[config.mk]
export PLATFORM = sky130hd
export DESIGN_NAME = reflet_fetch_wb
export DESIGN_NICKNAME = d
export VERILOG_FILES = /design/src/rtl/reflet_fetch_wb.sv
export SDC_FILE = /design/constraint.sdc
export NUM_CORES = 1
export LEC_CHECK = 0
export CAP_MARGIN = 5
export CORE_UTILIZATION = 55
export CTS_BUF_LIST = sky130_fd_sc_hd__clkbuf_4
export DETAILED_ROUTE_END_ITERATION = 10
export PLACE_DENSITY = 0.79
export SYNTH_ARGS = -nofsm -noshare
export SYNTH_HDL_FRONTEND = slang
export SYNTH_SLANG_ARGS = --single-unit
[constraint.sdc]
create_clock -name clk -period 2 [get_ports clk]
set_input_delay 0.4 -clock clk [delete_from_list [all_inputs] [get_ports clk]]
set_output_delay 0.4 -clock clk [all_outputs]
set_load 0.05 [all_outputs]
[src/rtl/reflet_fetch_wb.sv]
// Fetch/writeback sequencer for the Reflet core: fetches one instruction byte,
// hands it to the ALU, and writes the ALU result back into the 16-entry bank.
module reflet_fetch_wb #(
    parameter int          wordsize   = 16,
    parameter int          sr_index   = 12,
    parameter int          pc_index   = 14,
    parameter logic [7:0]  slp_opcode = 8'h08
) (
    input  logic                clk,
    input  logic                reset,
    output logic [wordsize-1:0] mem_addr,
    output logic                mem_req,
    input  logic                mem_ack,
    input  logic [7:0]          mem_data_in,
    output logic [7:0]          instruction,
    output logic [wordsize-1:0] working_register,
    output logic [wordsize-1:0] other_register,
    output logic [wordsize-1:0] status_register,
    input  logic [wordsize-1:0] alu_out,
    input  logic [3:0]          alu_out_reg,
    input  logic                wake,
    output logic                sleeping
);

    typedef enum logic [1:0] {
        FETCH,
        EXEC,
        SLEEP
    } state_t;

    localparam logic [3:0]          SR_SEL  = 4'(sr_index);
    localparam logic [3:0]          PC_SEL  = 4'(pc_index);
    localparam logic [wordsize-1:0] PC_STEP = {{(wordsize-1){1'b0}}, 1'b1};

    state_t              state;
    state_t              next_state;
    logic [wordsize-1:0] bank [16];
    logic [wordsize-1:0] pc;

    assign pc               = bank[PC_SEL];
    assign mem_addr         = pc;
    assign working_register = bank[0];
    assign other_register   = bank[instruction[3:0]];
    assign status_register  = bank[SR_SEL];
    assign sleeping         = (state == SLEEP);

    always_ff @(posedge clk or negedge reset) begin
        if (!reset) begin
            state <= FETCH;
        end else begin
            state <= next_state;
        end
    end

    always_comb begin
        next_state = state;
        case (state)
            FETCH: begin
                if (mem_ack) begin
                    next_state = EXEC;
                end
            end
            EXEC: begin
                if (instruction == slp_opcode) begin
                    next_state = SLEEP;
                end else begin
                    next_state = FETCH;
                end
            end
            SLEEP: begin
                if (wake) begin
                    next_state = FETCH;
                end
            end
            default: next_state = FETCH;
        endcase
    end

    // The request is registered so it is held glitch-free for as long as the
    // next state remains FETCH; an ack in FETCH is honoured even before it rises.
    always_ff @(posedge clk or negedge reset) begin
        if (!reset) begin
            mem_req <= 1'b0;
        end else begin
            mem_req <= (next_state == FETCH);
        end
    end

    always_ff @(posedge clk or negedge reset) begin
        if (!reset) begin
            instruction <= 8'h00;
        end else if (state == FETCH && mem_ack) begin
            instruction <= mem_data_in;
        end
    end

    // A write that targets PC is the jump; otherwise PC steps past this byte.
    always_ff @(posedge clk or negedge reset) begin
        if (!reset) begin
            for (int i = 0; i < 16; i++) begin
                bank[i] <= '0;
            end
        end else if (state == EXEC) begin
            bank[alu_out_reg] <= alu_out;
            if (alu_out_reg != PC_SEL) begin
                bank[PC_SEL] <= pc + PC_STEP;
            end
        end
    end

endmodule

==> flow_summary.yaml <==
logic_synthesis:
  ys.flop_type: "dfrtp_1"
  synth_edf_count: 0
  synthAdderAreaFrac_pct: 0.0965
  synth_most_common_cell: "dfrtp_1"
  ys_top_cells_by_area: "dfrtp_1 52%, mux2_2 22%, mux4_2 9.0%"
  yosys.area.top_type_share_pct: 51.6
  syn_nets: 925
  synth.avg_cell_area_um2: 14.5
  synth_mux_area_share_pct: 33.3
  synth_warnings: 0
  synth_common_cells: "267 x dfrtp_1, 248 x mux2_2, 61 x buf_4"
  synth_top_area_cell: "dfrtp_1"
  synth-seq-cells: 267
  synthXorXnorAreaFrac_pct: 0
  yosysUniqueCellTypes: 51
  syn_inst: 892
  synth_top_family_by_area: "multiplexers"
  ys_async_sr_fraction_pct: 100
  synth_area_mm2: 0.0130
  synth_compound_area_share_pct: 4.17
  ys_seq_area_share_pct: 51.6
  synth-simple-area-share_pct: 4.83
sta:
  hold_viol: 0
  finClkSkew_ns: 0.0265
  max_slew_margin_pct: 48.6
  rsz0062_at_grt: "yes"
  slew_viol_final: 0
  period_share_pct: 148
  tightest_slew_ns: 0.769
  final.min_clock_period_ns: 2.95
  clock.fmax_mhz: 339
  setup-violations-final: 17
  layout_setup_ws_ns: -0.951
finish:
  nNetsFinal: 1097
  drive_gt1_share_pct: 59.7
  final_cell_count_no_fill: 1428
  fill_cells: 1596
  final_core_util_pct: 70.4
  synthToLayoutAreaGrowth_pct: 24.0
  fin_area_mm2: 0.0161
global_routing:
  groute.usage.overall_pct: 28.0
  grt_max_degree: 86
  grt_pass1_vias: 8991
  grt.overflow.total: 0
  antenna_found_initial: 1
  grt_pass1_wl_um: 50600
place:
  dpl_cell_area_mm2: 0.0149
  dp.cells: 1296
  dpl.hpwl_um: 21100
  place_congestion: 0.842
  portBuffers: 105
route:
  avgViaCountPerCell: 5.88
  detail-route-antenna-nets: 0
  wl_met3_um: 1600
  vias: 8394
  wl_met2_um: 16300
  routed_wl_um: 31900
  wl_met1_um: 13100
  wl_per_cell_um: 22.4
  highest-signal-layer: "met4"
  first_iter_violations: 578
  first_pass_iters: 5
  drc_errors: 0
clock_network:
  cts_buffers: 72
  cts_tree: "done"
  h-tree-depth: 3
  clock_sinks: 267
  clkTransAtPathRegs_ns: 0.06
  clkLatencyLatePin_ns: 0.67
  cts_buffer_depth: 3
  cts-root-buf: "clkbuf_4"
power_and_ir_drop:
  combPwrFrac_pct: 37.6
  clkPwrFrac_pct: 23.6
  switching_share_pct: 35.3
  p_int_uw: 12700
  cellPowerDensity_mw_per_mm2: 1220
  ir_drop_mv: 1.06
  leakagePower_uw: 0.00713
  sequentialPowerShare_pct: 38.8
  netSwitchingPower_uw: 6910
worst_setup_path:
  regToRegStartpoint: "mem_addr[0]"
  cp.arrival_ns: 2.55
  cp.required_ns: 1.60
  start_kind: "flop"
  path_class: "flop to output pin"
  r2r_setup_slack_ns: 0.13
  crit_path_start: "instruction[0]"
  end_kind: "output pin"
  worstReg2RegEnd: "mem_addr[12]"
  cp-endpoint: "other_register[14]"
  r2r_cells: 6
  crit_fanout: 7
floorplanning:
  fp.dieH_um: 156
  die_w_um: 156
  rows: 55
  dieArea_mm2: 0.0242
  io-pin-count: 106
  core_area_mm2: 0.0228
  start_util_pct: 56.7
status:
  violations: "setup timing"
  status: "complete, but fails checks"
run:
  drv_cap: 0
worst_hold_path:
  worst_hold_path_type: "primary input to asynchronous set/reset pin"
## layer usage
| metal | up-vias | GRT usage [%] |
|---|---|---|
| li1 | 3672 | - |
| met1 | 4360 | 35.5 |
| met2 | 298 | 47.4 |
| met3 | 64 | 5.29 |
| met4 | 0 | 11.3 |
| met5 | - | 0 |
## power by group through the flow
stage                     registers [µW]  clock network [µW]  logic, µW
after floorplan                     7450                   0       5130
after global placement              7610                   0       6860
after detailed placement            7700                   0       6990
after CTS                           7580                4740       7360
after global routing                7750                5040       7760
final                               7600                4620       7370
## cells in the final DEF (no fill, tap or decap), drive strengths merged, types with 2 or more instances in the layout
| cell | netlist | layout |
|---|---|---|
| and2b | 3 | 3 |
| mux2 | 248 | 248 |
| clkdlybuf4s15 | 0 | 6 |
| nand4 | 8 | 8 |
| a22oi | 10 | 10 |
| nor2 | 12 | 12 |
| a211o | 4 | 4 |
| clkinv | 0 | 16 |
| clkbuf | 31 | 111 |
| nor4 | 3 | 3 |
| buf | 87 | 173 |
| nor3b | 3 | 3 |
| mux2i | 11 | 11 |
| nand2b | 4 | 4 |
| o21ai | 9 | 9 |
| a21oi | 21 | 21 |
| mux4 | 61 | 61 |
| a2bb2oi | 8 | 8 |
| nand2 | 30 | 30 |
| o2111ai | 3 | 3 |
| nor3 | 2 | 2 |
| a211oi | 5 | 5 |
| inv | 2 | 5 |
| clkdlybuf4s50 | 0 | 30 |
| nand3 | 13 | 13 |
| dfrtp | 267 | 267 |
| and4 | 4 | 4 |
| nor2b | 15 | 15 |
| o22ai | 15 | 15 |
| and2 | 2 | 2 |
## state kept, by name, indices dropped and copies added, names as in the netlist
signal,count
mem_req,1
state,2
bank,208
status_register,16
mem_addr,16
instruction,8
working_register,16
## repair_timing
item / 4_1_cts / 5_1_grt
buffers inserted: 3 / 1
hold buffers: 1 / 0
endpoints found under the setup margin: 30 / 25
pin swaps: 15 / 5
endpoints found under the hold margin: 267 / 0
gates cloned: 2 / 0
resized for setup: 72 / 15
## critical path, cell delays in order, from the launching register on
cell	delay, ns
dfrtp_4	0.51
buf_12	0.17
buf_6	0.11
mux4_2	0.49
mux2i_1	0.32
o21ai_4	0.11
buf_12	0.16
## metrics by stage
step / worst slack (ns) / power, µW / TNS (ns) / hold WS (ns)
2_1_floorplan: -0.261 / 12600 / -3.81 / 0.104
3_3_place_gp: -0.368 / 14500 / -26.83 / 0.264
3_5_place_dp: -0.414 / 14700 / -30.29 / 0.265
4_1_cts: -0.952 / 19700 / -14.82 / 0.151
5_1_grt: -1.02 / 20500 / -15.77 / 0.171
6_report: -0.951 / 19600 / -14.07 / 0.178
## cell type report
class                      count  area, µm²  area share, %
clock buffer                 105        788           4.90
clock inverter                19       72.6          0.452
inverter                       2       7.51         0.0467
timing repair buffer         217       2320           14.4
multi-input combinational    504       5810           36.1
tap                          313        392           2.44
sequential                   267       6690           41.6
antenna                        1       2.50         0.0156
## kinds of logic after synthesis
family | after synthesis
muxes | 320
DFF | 267
buffers and inverters | 121
and+or+nand+nor | 102
AOI/OAI and AO/OA | 81
adders and majority gates | 1
## how the worst min path moves through the flow
stage / startpoint / to / cells past startpoint
2_1_floorplan: reset / bank[0] / 0
3_3_place_gp: reset / status_register[11] / 1
3_5_place_dp: reset / status_register[11] / 1
4_1_cts: reset / bank[93] / 2
5_1_grt: reset / bank[93] / 2
6_report: reset / bank[93] / 2
(Power assumes the default switching activity.)
